[src/rtl/breakout_pkg.sv]
// Shared geometry and FSM encoding for the breakout game so that display, paddle
// and future ball/collision logic agree on screen dimensions and state codes.
package breakout_pkg;

  localparam int unsigned SCREEN_W = 640;
  localparam int unsigned SCREEN_H = 480;
  localparam int unsigned BOARD_W  = 64;
  localparam int unsigned BOARD_H  = 8;
  localparam int unsigned COORD_W  = 10;

  typedef enum logic [1:0] {
    StIdle  = 2'd0,
    StHoldL = 2'd1,
    StHoldR = 2'd2
  } board_state_e;

endpackage

[src/rtl/board_ctrl.sv]
// Paddle position generator: moves the board once per frame from the button levels,
// switching to a faster step after a button has been held for HOLD_FRAMES frames.
module board_ctrl #(
  parameter int unsigned SCREEN_W    = breakout_pkg::SCREEN_W,
  parameter int unsigned BOARD_W     = breakout_pkg::BOARD_W,
  parameter int unsigned BOARD_Y     = 296,
  parameter int unsigned X_INIT      = 288,
  parameter int unsigned SLOW_STEP   = 2,
  parameter int unsigned FAST_STEP   = 6,
  parameter int unsigned HOLD_FRAMES = 15
) (
  input  logic                              clk,
  input  logic                              rst,
  input  logic                              frame_tick,
  input  logic                              left,
  input  logic                              right,
  output logic [breakout_pkg::COORD_W-1:0]  board_x,
  output logic [breakout_pkg::COORD_W-1:0]  board_y,
  output logic                              moving,
  output logic                              fast
);
  import breakout_pkg::*;

  localparam int unsigned CntW = $clog2(HOLD_FRAMES + 1);
  localparam logic [CntW-1:0] HoldMax = CntW'(HOLD_FRAMES);
  localparam logic signed [COORD_W:0] XMax = (COORD_W + 1)'(SCREEN_W - BOARD_W);

  board_state_e        state_q, state_d;
  logic [CntW-1:0]     cnt_q, cnt_d;
  logic [COORD_W-1:0]  x_q, x_d;

  logic                go_left, go_right;
  board_state_e        target;
  logic signed [COORD_W:0] step, nx;

  always_ff @(posedge clk or posedge rst) begin
    if (rst) begin
      state_q <= StIdle;
      cnt_q   <= '0;
      x_q     <= COORD_W'(X_INIT);
    end else begin
      state_q <= state_d;
      cnt_q   <= cnt_d;
      x_q     <= x_d;
    end
  end

  always_comb begin
    state_d  = state_q;
    cnt_d    = cnt_q;
    x_d      = x_q;
    go_left  = left & ~right;
    go_right = right & ~left;
    target   = go_left ? StHoldL : StHoldR;
    step     = '0;
    nx       = '0;

    if (frame_tick) begin
      if (go_left || go_right) begin
        state_d = target;
        // A fresh hold or a reversal restarts the count, so reversals begin slow.
        if (state_q == target) begin
          cnt_d = (cnt_q >= HoldMax) ? HoldMax : cnt_q + 1'b1;
        end else begin
          cnt_d = CntW'(1);
        end
        step = (cnt_d >= HoldMax) ? (COORD_W + 1)'(FAST_STEP) : (COORD_W + 1)'(SLOW_STEP);
        if (go_left) begin
          nx  = $signed({1'b0, x_q}) - step;
          x_d = (nx < 0) ? '0 : nx[COORD_W-1:0];
        end else begin
          nx  = $signed({1'b0, x_q}) + step;
          x_d = (nx > XMax) ? XMax[COORD_W-1:0] : nx[COORD_W-1:0];
        end
      end else begin
        state_d = StIdle;
        cnt_d   = '0;
      end
    end
  end

  assign board_x = x_q;
  assign board_y = COORD_W'(BOARD_Y);
  assign moving  = (state_q != StIdle);
  assign fast    = moving && (cnt_q >= HoldMax);

endmodule

[config.mk]
export PLATFORM = sky130hd
export DESIGN_NAME = board_ctrl
export DESIGN_NICKNAME = d
export VERILOG_FILES = /design/src/rtl/breakout_pkg.sv /design/src/rtl/board_ctrl.sv
export SDC_FILE = /design/constraint.sdc
export NUM_CORES = 1
export LEC_CHECK = 0
export ABC_CLOCK_PERIOD_IN_PS = 3600
export BUFFER_PORTS_ARGS = -buffer_cell sky130_fd_sc_hd__buf_2
export CORE_MARGIN = 4
export CORE_UTILIZATION = 35
export DETAILED_ROUTE_END_ITERATION = 7
export GPL_TIMING_DRIVEN = 0
export PLACE_DENSITY_LB_ADDON = 0.3
export SKIP_CTS_REPAIR_TIMING = 1
export SYNTH_ARGS = -nofsm -noshare
export SYNTH_HDL_FRONTEND = slang
export SYNTH_SLANG_ARGS = --single-unit
[constraint.sdc]
create_clock -name clk -period 3.6 [get_ports clk]
set_input_delay 0.18 -clock clk [delete_from_list [all_inputs] [get_ports clk]]
set_output_delay 0.18 -clock clk [all_outputs]
set_load 0.005 [all_outputs]
# Yosys cells after proc, flatten, opt, wreduce, memory -nomap -nowiden
# Index checks and enable logic that the tools add are counted.
# totals
register_bits	16
output_inout_bits	22
# op_classes
addsub	3
order_cmp	4
eq_ne	1
mux	11
bitwise_logic	4
reduce_logical	4
# ops
op	n
2-to-1 mux 10 bit	3
2-to-1 mux 4 bit	5
adder 10 x 3 -> 11 bit	1
greater-than comparator 11 bit (second input constant)	1
less-than comparator 11 x 1 -> 1 bit (second input constant)	1
subtractor 10 x 3 -> 11 bit	1
greater-or-equal comparator 4 bit (second input constant)	2
adder 4 x 1 -> 4 bit (second input constant)	1
2-to-1 mux 2 bit	2
2-to-1 mux 3 bit	1
AND 1 bit	2
equality test 2 bit	1
NOT 1 bit	2
AND reduction 2 bit	1
nonzero test 2 bit	1
logical AND 1 bit	1
logical OR 1 bit	1

# Logic depth before layout (Yosys ltp)
# Gate-level depths: netlist (run 1).
# logic_depth
word_depth	13
depth_mapped	14
depth_no_buf	14

# Least setup slack after synthesis (run 1)
# OpenSTA, ideal clock, no wires.
# synth_timing
kind	register to register
startpoint	register cnt_q[0]
endpoint	register x_q[8] (netlist: board_x[8])
setup_time_ps	80
arrival_ps	3374
path_slack_ps	147
stages_incl_launch_ff	13
synth_period_minus_slack_ps	3453
cell_sequence	dfrtp_1 > ha_1 > nor2_1 > mux2_2 > or3_1 > fa_1 > clkbuf_1 > or4b_1 > nor3_1 > o311ai_0 > a221oi_4 > a211oi_2 > o221ai_2
# synth_between
elab_chain_len	11
word_cells_on_any_way	15
classes_between	add/sub: 3; order compare: 4; mux: 8
# synth_lines
item	line	source
start, declared	board_ctrl.sv:29	logic [CntW-1:0] cnt_q, cnt_d;
start signal, assigned	board_ctrl.sv:43	cnt_q <= cnt_d;
adder 4 x 1 -> 4 bit / greater-or-equal comparator 4 bit (equally long branches)	board_ctrl.sv:63	cnt_d = (cnt_q >= HoldMax) ? HoldMax : cnt_q + 1'b1;
2-to-1 mux 4 bit (*)	board_ctrl.sv:63	
2-to-1 mux 4 bit (*)	board_ctrl.sv:62	if (state_q == target) begin
2-to-1 mux 4 bit (*)	board_ctrl.sv:59	if (go_left || go_right) begin
2-to-1 mux 4 bit (*)	board_ctrl.sv:58	if (frame_tick) begin
greater-or-equal comparator 4 bit (*)	board_ctrl.sv:67	step = (cnt_d >= HoldMax) ? (COORD_W + 1)'(FAST_STEP) : (COORD_W + 1)'(SLOW_STEP);
2-to-1 mux 3 bit (*)	board_ctrl.sv:67	
adder 10 x 3 -> 11 bit / subtractor 10 x 3 -> 11 bit (equally long branches)	board_ctrl.sv:72, board_ctrl.sv:69	
greater-than comparator 11 bit / less-than comparator 11 x 1 -> 1 bit (equally long branches)	board_ctrl.sv:73, board_ctrl.sv:70	
2-to-1 mux 10 bit (on tied branches)	board_ctrl.sv:73, board_ctrl.sv:70	
2-to-1 mux 10 bit (*)	board_ctrl.sv:68	if (go_left) begin
end signal, assigned	board_ctrl.sv:40	x_q <= COORD_W'(X_INIT);
end, declared	board_ctrl.sv:30	logic [COORD_W-1:0] x_q, x_d;
# Every way passes the cells marked *; elsewhere a longest branch is shown, timed or not. The select of a mux whose other input is x is not followed.
# A chain may end at the register's enable or synchronous reset.

# Worst setup path in the final report (run 1)
# layout_timing
startpoint	register cnt_q[0]
endpoint	register x_q[3] (netlist: board_x[3])
# Same word-level chain as after synthesis.

==> qor.csv, run 1 <==
metric;value;unit
status;complete, but fails checks;
violations;hold timing, setup timing;
synth_area;1450;µm²
fill_cells;401;
yosys-mux-area-fraction;3.81;%
drt-total-wl;3.77;mm
cts_buffer_depth;2;
crit_chain;buf_4 -> nand3_1 -> nor2_1 -> mux2_2 -> or3_4 -> fa_2 -> buf_6 -> or3_4 -> or4b_4 -> a221oi_4 -> buf_6 -> o311ai_1 -> mux2i_1;
period_share;102;%
synth_top_area_share;22.5;%
worst_hold_slack;-0.0219;ns
drtPass1Iterations;4;
clock-sinks;15;
ys_top_cells_by_area;dfrtp_1 (23%), buf_4 (6.2%), a21oi_1 (5.5%);
max_cap_viol_count;0;
setup_viol;2;
nets;224;
maxSlewHeadroom;58.7;%
crit_slowest_cell;or4b_4;
clock_skew;0.00435;ns
post-place-ws;-0.469;ns
holdCritPathClass;in2async;
std_cell_rows;23;
crit_path_end_kind;flip-flop;
dieArea;5220;µm²
grt_overflow;0;
synth-xor-area-share;1.82;%
ys_seq_elements;15;
core-area;4000;µm²
seq_area;379;µm²
grt_usage;13.7;%
max_slew.worst_pin.slew;0.619;ns
rsz0062_at_grt;yes;
synthAdderAreaFrac;7.10;%
diodes;0;
synth_compound_area_share;27.0;%
place_congestion;0.887;
worstPathRequired;3.79;ns
cts_root_buf;clkbuf_8;
io_pins;27;
wl_per_cell;14.4;µm
yosysTopAreaCell;dfrtp_1;
setup_tns;-0.155;ns
drt_iter0_drc;126;
synth_edf_count;0;
synth_simple_gate_area_share;20.1;%
avgSynthCellArea;8.16;µm²
syn_to_final_growth;26.9;%
ys_seq_area_share;26.1;%
via_per_inst;5.36;
crit_arrival;3.87;ns
layout-drive-gt1-share;34.1;%
grt_max_degree;16;
initial_utilization;36.1;%
grt_antenna_before_repair;0;
ant_nets;0;
cp-start-kind;flip-flop;
final_hold_viol_count;13;
fmax;272;MHz
cts_tree;yes;
leakage;0.000768;µW
die_h;72.3;µm
yosys_warnings;0;
die_x;72.3;µm
slowest_delay;0.58;ns
clk_latency;0.27;ns
synth_top_flop_cell;dfrtp_1;
irDropWorstVdd;0.248;mV
cts_buffers;3;
vias;1399;
crit_type;reg2reg;
grt_first_pass_wirelength;5.62;mm
period_needed;3.68;ns
synth_cells;177;
drc;0;
final_common_cell;buf_4;
setup_ws;-0.0830;ns
mostFrequentLayoutCells;buf_4 (19), inv_1 (16), buf_2 (16), a21oi_1 (13), dfrtp_1 (12);
synth_cell_type_count;53;
synth_top_family_by_area;compound AO/OA/AOI/OAI gates;
async_reset_ff_share;100;%
grt_pass1_vias;1127;
multi_input_area;1010;µm²
dpl.hpwl;2.62;mm
cts.htree.levels;1;
io_buffers;14;
drv_slew;0;
power.density;593;nW/µm²
crit_fanout;5;
clk_pin_slew_worst_paths;0.07;ns
path summary, 6_finish.rpt:
kind | start | end | slack (ns) | cells after the start
worst max-delay path | cnt_q[0] | board_x[3] | -0.08 | 13
worst min register to register | state_q[0] | state_q[0] | 0.56 | 1
min in group clk | right | state_q[1] | 0.28 | 3
max in group asynchronous | rst | cnt_q[0] | 3.19 | 2
worst max register to register | cnt_q[0] | board_x[3] | -0.08 | 13
worst min-delay path | rst | cnt_q[3] | -0.02 | 2
cell type report:
class                           count  share of cell area (%)
Buffer                             21                    7.71
Clock buffer                        3                    2.25
Clock inverter                      1                   0.409
Inverter                           16                    3.27
Multi-Input combinational cell    134                    55.2
Sequential cell                    15                    20.7
Tap cell                           50                    3.41
Timing Repair Buffer               21                    7.09
stage by stage:
| step | util [%] | power, µW | std cells | instance area (µm²) |
|---|---|---|---|---|
| 4_1_cts | 41.5 | 983 | 254 | 1660 |
| 6_report | 45.9 | 1090 | 261 | 1830 |
| 2_1_floorplan | - | 680 | 186 | 1480 |
| 5_1_grt | 45.9 | 1180 | 261 | 1830 |
| 3_3_place_gp | 40.3 | 822 | 250 | 1610 |
| 3_5_place_dp | 40.3 | 828 | 250 | 1610 |
flip-flops by register name, indices dropped and copies added, names as in the netlist:
name / flops
cnt_q: 4
state_q: 2
board_x: 9
logic make-up after synthesis:
group,count (synthesis)
AO/OA/AOI/OAI,57
AND/OR/NAND/NOR,51
buffers and inverters,37
flip-flops,15
adder cells (fa/ha/maj),7
multiplexers,5
XOR/XNOR,3
other,2
power breakdown:
group,switching (µW),internal (µW)
logic,360,278
registers,70.9,226
clock network,75.0,78.3
worst max-delay path: cells and delay by family (launching register included):
kind	cells	cell delay [ns]
AOI/OAI and AO/OA	2	0.41
adders and majority gates	1	0.40
buffers and inverters	3	0.44
DFF	1	0.45
muxes	2	0.41
and+or+nand+nor	5	1.50
cells in the mapped netlist, types with 3 or more instances:
| library cell | count |
|---|---|
| mux2_2 | 4 |
| nand3_1 | 6 |
| nor2b_1 | 4 |
| a31oi_1 | 5 |
| or3_1 | 3 |
| nor2_1 | 8 |
| clkbuf_1 | 5 |
| buf_2 | 3 |
| nor3_1 | 4 |
| ha_1 | 5 |
| inv_1 | 16 |
| dfrtp_1 | 13 |
| buf_4 | 12 |
| o21ai_0 | 11 |
| nand2b_1 | 4 |
| nand2_1 | 10 |
| a21oi_1 | 16 |
| xnor2_1 | 3 |
| o22ai_1 | 6 |
routing by layer:
layer	vias to the layer above	GRT usage [%]	wire length, µm
li1	692	-	-
met1	663	20.1	1680
met2	42	20.6	1830
met3	2	3.32	240
met4	0	2.51	23
met5	-	0	0
Note: power is estimated with default switching activity, not from simulation.
==> inputs of run 2 (changes only) <==
MAX_ROUTING_LAYER = met4   (was default)
==> run 2 against run 1 <==
The flow still finishes with violations (hold timing, setup timing). Via count is the same. Non-clock buffer count is the same. Combinational power is essentially flat. Largest power group unchanged.
==> qor.csv, run 2 (synthesis gave the netlist of run 1 again) <==
metric;value;unit;change
grt_usage;14.1;%;was 13.7%
drt-total-wl;3.74;mm;was 3.77 mm
period_needed;3.69;ns;was 3.68 ns
largest_register_ff_count;9;;unchanged
diodes;0;;unchanged
std_cell_rows;23;;unchanged
setup_ws;-0.0854;ns;was -0.0830 ns
clk_latency;0.27;ns;about the same
dieArea;5220;µm²;unchanged
via_per_inst;5.36;;unchanged
status;complete, but fails checks;;unchanged
path_buf_inv;3;;unchanged
syn_to_final_growth;26.9;%;unchanged
cts_buffers;3;;unchanged
cp-start-kind;flip-flop;;unchanged
vias;1399;;unchanged
rsz0062_at_grt;yes;;unchanged
io_pins;27;;unchanged
period_share;102;%;about the same
startpoint;cnt_q[0];;unchanged
grt_overflow;0;;unchanged
p_total;1090;µW;about the same
holdCritPathClass;in2async;;unchanged
cts_tree;yes;;unchanged
mostFrequentLayoutCells;buf_4 (19), inv_1 (16), buf_2 (16), a21oi_1 (13), dfrtp_1 (12);;unchanged
max_cap_viol_count;0;;unchanged
crit_family;simple AND/OR/NAND/NOR gates;;unchanged
final_hold_viol_count;13;;unchanged
fill_cells;401;;unchanged
cts.htree.levels;1;;unchanged
power.density;594;nW/µm²;was 593 nW/µm²
crit_path_end_kind;flip-flop;;unchanged
grt_pass1_vias;1127;;unchanged
cts_buffer_depth;2;;unchanged
violations;hold timing, setup timing;;unchanged
clock-sinks;15;;unchanged
die_h;72.3;µm;unchanged
crit_slowest_cell;or4b_4;;unchanged
place_congestion;0.902;;was 0.887
final_common_cell;buf_4;;unchanged
grt_first_pass_wirelength;5.62;mm;unchanged
io_buffers;14;;unchanged
worstPathRequired;3.79;ns;about the same
layout-drive-gt1-share;34.1;%;unchanged
core-area;4000;µm²;unchanged
r2r_start;cnt_q[0];;unchanged
crit_arrival;3.88;ns;was 3.87 ns
slowest_delay;0.58;ns;about the same
initial_utilization;36.1;%;unchanged
leakage;0.000768;µW;unchanged
clock_skew;0.00508;ns;was 0.00435 ns
ant_nets;0;;unchanged
crit_type;reg2reg;;unchanged
maxSlewHeadroom;58.9;%;was 58.7%
clk_pin_slew_worst_paths;0.07;ns;about the same
drtPass1Iterations;4;;unchanged
grt_max_degree;16;;unchanged
fmax;271;MHz;was 272 MHz
wl_per_cell;14.3;µm;was 14.4 µm
irDropWorstVdd;0.250;mV;was 0.248 mV
cts_root_buf;clkbuf_8;;unchanged
dpl.hpwl;2.62;mm;unchanged
nets;224;;unchanged
r2r_slack;-0.09;ns;was -0.08 ns
drt_iter0_drc;125;;was 126
setup_viol;2;;unchanged
die_x;72.3;µm;unchanged
worst_hold_slack;-0.0241;ns;was -0.0219 ns
drc;0;;unchanged
place_area;1610;µm²;unchanged
crit_chain;buf_4 -> nand3_1 -> nor2_1 -> mux2_2 -> or3_4 -> fa_2 -> buf_6 -> or3_4 -> or4b_4 -> a221oi_4 -> buf_6 -> o311ai_1 -> mux2i_1;;unchanged
drv_slew;0;;unchanged
finalInstanceArea;1830;µm²;unchanged
crit_fanout;5;;unchanged
max_slew.worst_pin.slew;0.616;ns;was 0.619 ns
grt_antenna_before_repair;0;;unchanged
[run 2: layout make-up]
type                       instances  area (µm²)  area share [%]
buffer                            21         141            7.71
sequential                        15         379            20.7
multi-input combinational        134        1010            55.2
inverter                          16        60.1            3.27
tap                               50        62.6            3.41
timing repair buffer              21         130            7.09
clock buffer                       3        41.3            2.25
clock inverter                     1        7.51           0.409
[run 2: path summary, 6_finish.rpt]
kind / cells after the start / to
worst max register to register: 13 / board_x[3]
min in group clk: 3 / state_q[1]
worst min register to register: 1 / state_q[0]
worst max-delay path: 13 / board_x[3]
max in group asynchronous: 2 / cnt_q[0]
worst min-delay path: 2 / cnt_q[3]
[run 2: metal layers]
layer / up-vias / routed length (µm) / track usage [%]
met3: 4 / 280 / 3.32
met1: 651 / 1610 / 20.1
li1: 692 / - / -
met5: - / 0 / -
met2: 52 / 1820 / 20.6
met4: 0 / 31 / 2.51
[run 2: report_power, final]
part / internal (µW) / leakage (µW) / switching [µW]
Sequential: 226 / 0.000189 / 71.2
Clock: 78.3 / 0.0000217 / 75.4
Combinational: 278 / 0.000558 / 360
[run 2: worst register-to-register path, stage by stage (launching register included)]
cell and delay [ns]:
dfrtp_2 0.45, buf_4 0.14, nand3_1 0.09, nor2_1 0.04
mux2_2 0.28, or3_4 0.42, fa_2 0.40, buf_6 0.13
or3_4 0.38, or4b_4 0.58, a221oi_4 0.33, buf_6 0.17
o311ai_1 0.08, mux2i_1 0.13
[run 2: stage by stage]
| stage | setup TNS [ns] | util, % | instances | worst slack [ns] |
|---|---|---|---|---|
| 6_report | -0.161 | 45.9 | 261 | -0.0854 |
| 3_5_place_dp | -2.65 | 40.3 | 250 | -0.469 |
| 5_1_grt | -0.821 | 45.9 | 261 | -0.230 |
| 4_1_cts | -1.80 | 41.5 | 254 | -0.342 |
| 3_3_place_gp | -2.52 | 40.3 | 250 | -0.462 |
| 2_1_floorplan | 0 | - | 186 | 0.147 |
==> inputs of run 3 (changes only) <==
ABC_AREA = 1   (was default)
GPL_TIMING_DRIVEN = default   (was 0)
==> run 3 against run 2 <==
Wire length is 15% lower. Largest power group unchanged. Via count shrank 6.0%. Clock-buffer cell count is 1 higher. Highest routed layer unchanged. Register-to-register slack better by 0.92 ns. First-iteration DRC count fell by 22%. Power shrank 27%. The flow finishes with violations (hold timing). Global-route usage down 0.42 points. Clock power is 8% lower.
==> qor.csv, run 3 <==
metric;value;unit;change
status;complete, but fails checks;;unchanged
violations;hold timing;;was hold timing, setup timing
core-area;3740;µm²;was 4000 µm²
crit_type;in2reg;;was reg2reg
r2r_slack;0.83;ns;was -0.09 ns
synth_most_common_cell;nand2_1;;
crit_fanout;10;;was 5
grt_usage;13.7;%;was 14.1%
place_congestion;0.851;;was 0.902
die_h;71.0;µm;was 72.3 µm
finalInstanceArea;1500;µm²;was 1830 µm²
clock_skew;0.00298;ns;was 0.00508 ns
crit_path_end;board_x[2];;was board_x[3]
worstPathRequired;3.78;ns;was 3.79 ns
clk_latency;0.25;ns;was 0.27 ns
crit_arrival;2.99;ns;was 3.88 ns
io_buffers;15;;was 14
period_share;78.1;%;was 102%
ys_seq_elements;15;;unchanged
cts_tree;yes;;unchanged
nets;242;;was 224
intPower;429;µW;was 582 µW
drt-total-wl;3.18;mm;was 3.74 mm
die_x;71.0;µm;was 72.3 µm
period_needed;2.81;ns;was 3.69 ns
power.density;531;nW/µm²;was 594 nW/µm²
final_common_cell;nand2_1;;was buf_4
drtPass1Iterations;4;;unchanged
synth_top_area_share;23.4;%;was 22.5%
rsz0062_at_grt;no;;was yes
setup_tns;0;ns;was -0.161 ns
worst_hold_slack;-0.0101;ns;was -0.0241 ns
drc;0;;unchanged
share_comb_of_total_power;45.4;%;was 58.6%
via_per_inst;4.75;;was 5.36
clock-sinks;15;;unchanged
maxSlewHeadroom;60.0;%;was 58.9%
fmax;356;MHz;was 271 MHz
startpoint;right;;was cnt_q[0]
irDropWorstVdd;0.215;mV;was 0.250 mV
diodes;0;;unchanged
vias;1315;;was 1399
synth_top_flop_cell;dfrtp_1;;unchanged
synth_area;1390;µm²;was 1450 µm²
dieArea;5040;µm²;was 5220 µm²
ff2ff_path_depth;16;;was 13
yosysTopAreaCell;dfrtp_1;;unchanged
fill_cells;431;;was 401
p_clk_share;17.7;%;was 14.1%
synth_cell_type_count;24;;was 53
ys_seq_area_share;27.2;%;was 26.1%
drv_slew;0;;unchanged
grt_pass1_vias;1187;;was 1127
std_cell_rows;22;;was 23
layout-drive-gt1-share;12.2;%;was 34.1%
grt_first_pass_wirelength;5.48;mm;was 5.62 mm
max_slew.worst_pin.slew;0.600;ns;was 0.616 ns
drt_iter0_drc;97;;was 125
reg2reg_to;board_x[2];;was board_x[3]
clk_pin_slew_worst_paths;0.07;ns;about the same
synth_edf_count;0;;unchanged
cp-start-kind;input port;;was flip-flop
r2r_start;cnt_q[0];;unchanged
leakage;0.000806;µW;was 0.000768 µW
avgSynthCellArea;6.44;µm²;was 8.16 µm²
cts_buffer_depth;2;;unchanged
syn_to_final_growth;7.83;%;was 26.9%
largest_register_ff_count;9;;unchanged
p_sw;366;µW;was 507 µW
initial_utilization;37.1;%;was 36.1%
async_reset_ff_share;100;%;unchanged
final_hold_viol_count;13;;unchanged
mostFrequentLayoutCells;nand2_1 (57), inv_1 (30), nor2_1 (25);;was buf_4 (19), inv_1 (16), buf_2 (16), a21oi_1 (13), dfrtp_1 (12)
holdCritPathClass;in2async;;unchanged
grt_overflow;0;;unchanged
wl_per_cell;11.5;µm;was 14.3 µm
place_area;1450;µm²;was 1610 µm²
cts_buffers;3;;unchanged
p_sw_share;46.0;%;was 46.5%
cts_root_buf;clkbuf_8;;unchanged
io_pins;27;;unchanged
ys_top_cells_by_area;dfrtp_1 (23%), nand2_1 (15%), inv_1 (8.1%);;was dfrtp_1 (23%), buf_4 (6.2%), a21oi_1 (5.5%)
dpl.hpwl;2.50;mm;was 2.62 mm
grt_antenna_before_repair;0;;unchanged
synth_cells;216;;was 177
yosys_warnings;0;;unchanged
ant_nets;0;;unchanged
final_core_util;40.0;%;was 45.9%
synth_common_cells;nand2_1 (57), inv_1 (30), nor2_1 (25), nand3_1 (15), o21ai_0 (15);;was a21oi_1 (16), inv_1 (16), dfrtp_1 (13), buf_4 (12), o21ai_0 (11)
crit_path_end_kind;flip-flop;;unchanged
grt_max_degree;16;;unchanged
setup_viol;0;;was 2
cts.htree.levels;1;;unchanged
seqPwrFrac;36.9;%;was 27.3%
max_cap_viol_count;0;;unchanged
==> run 3: cell types whose count changed in the layout (fill, tap and decap cells not counted), sizes merged, moves of 6 or more <==
cell	before	now
o22ai	6	0
nand2	11	58
nor2	8	27
buf	38	16
nand3	6	16
xor2	0	6
inv	16	31
==> run 3: cells by family after synthesis <==
group                    synth area share, %
XOR/XNOR                                3.78
buffers and inverters                   16.5
other                                  0.540
AND/OR/NAND/NOR                         33.0
AO/OA/AOI/OAI                           11.6
adder cells (fa/ha/maj)                 7.38
flip-flops                              27.2
==> run 3: cell type report <==
cell class	count	area, µm²	share of cell area [%]
multi-input cells	163	817	54.5
inverters	31	116	7.76
repair buffers	16	82.6	5.51
well taps	48	60.1	4.01
clock buffers	4	45.0	3.01
flip-flops and latches	15	378	25.2
==> run 3: worst min path at each step <==
| stage | to | depth (start not counted) | slack [ns] |
|---|---|---|---|
| finish | state_q[1] | 2 | -0.01 |
| global route | state_q[1] | 2 | 0.06 |
| CTS | state_q[1] | 2 | 0.03 |
| detailed placement | state_q[0] | 2 | 0.29 |
| global placement | board_x[1] | 2 | 0.29 |
| floorplan | board_x[1] | 1 | 0.08 |
==> run 3: power groups by stage <==
| stage | Sequential, µW | Combinational (µW) | Clock [µW] |
|---|---|---|---|
| floorplan | 266 | 296 | 0 |
| global placement | 297 | 363 | 0 |
| detailed placement | 296 | 359 | 0 |
| CTS | 293 | 363 | 142 |
| global route | 304 | 426 | 150 |
| finish | 293 | 362 | 141 |
==> run 3: critical path, stage by stage <==
cell,delay [ns]
buf_2,0.10
inv_1,0.05
ha_1,0.33
inv_1,0.18
o21ai_0,0.15
nand2_1,0.12
a21oi_1,0.18
nand4_1,0.25
fa_1,0.47
inv_1,0.09
nand2_1,0.07
inv_1,0.09
nand3_1,0.06
nand2_1,0.06
nand2_1,0.06
nor2_1,0.10
nand2_1,0.07
nand2_1,0.13
nand2_1,0.10
a21oi_1,0.13
==> run 3: metrics by stage <==
| stage | worst slack (ns) | hold slack (ns) | total power (µW) | std cells |
|---|---|---|---|---|
| 2_1_floorplan | 1.13 | 0.0800 | 562 | 225 |
| 3_3_place_gp | 0.646 | 0.286 | 660 | 273 |
| 3_5_place_dp | 0.542 | 0.293 | 655 | 273 |
| 4_1_cts | 0.794 | 0.0272 | 798 | 277 |
| 5_1_grt | 0.307 | 0.0573 | 880 | 277 |
| 6_report | 0.788 | -0.0101 | 796 | 277 |
==> run 3: per-layer routing <==
metal / GRT usage (%) / share of wire, % / vias to the layer above
li1: - / - / 680
met1: 19.2 / 50 / 597
met2: 20.1 / 43 / 34
met3: 2.13 / 5.1 / 4
met4: 4.59 / 1.7 / 0
met5: - / 0 / -
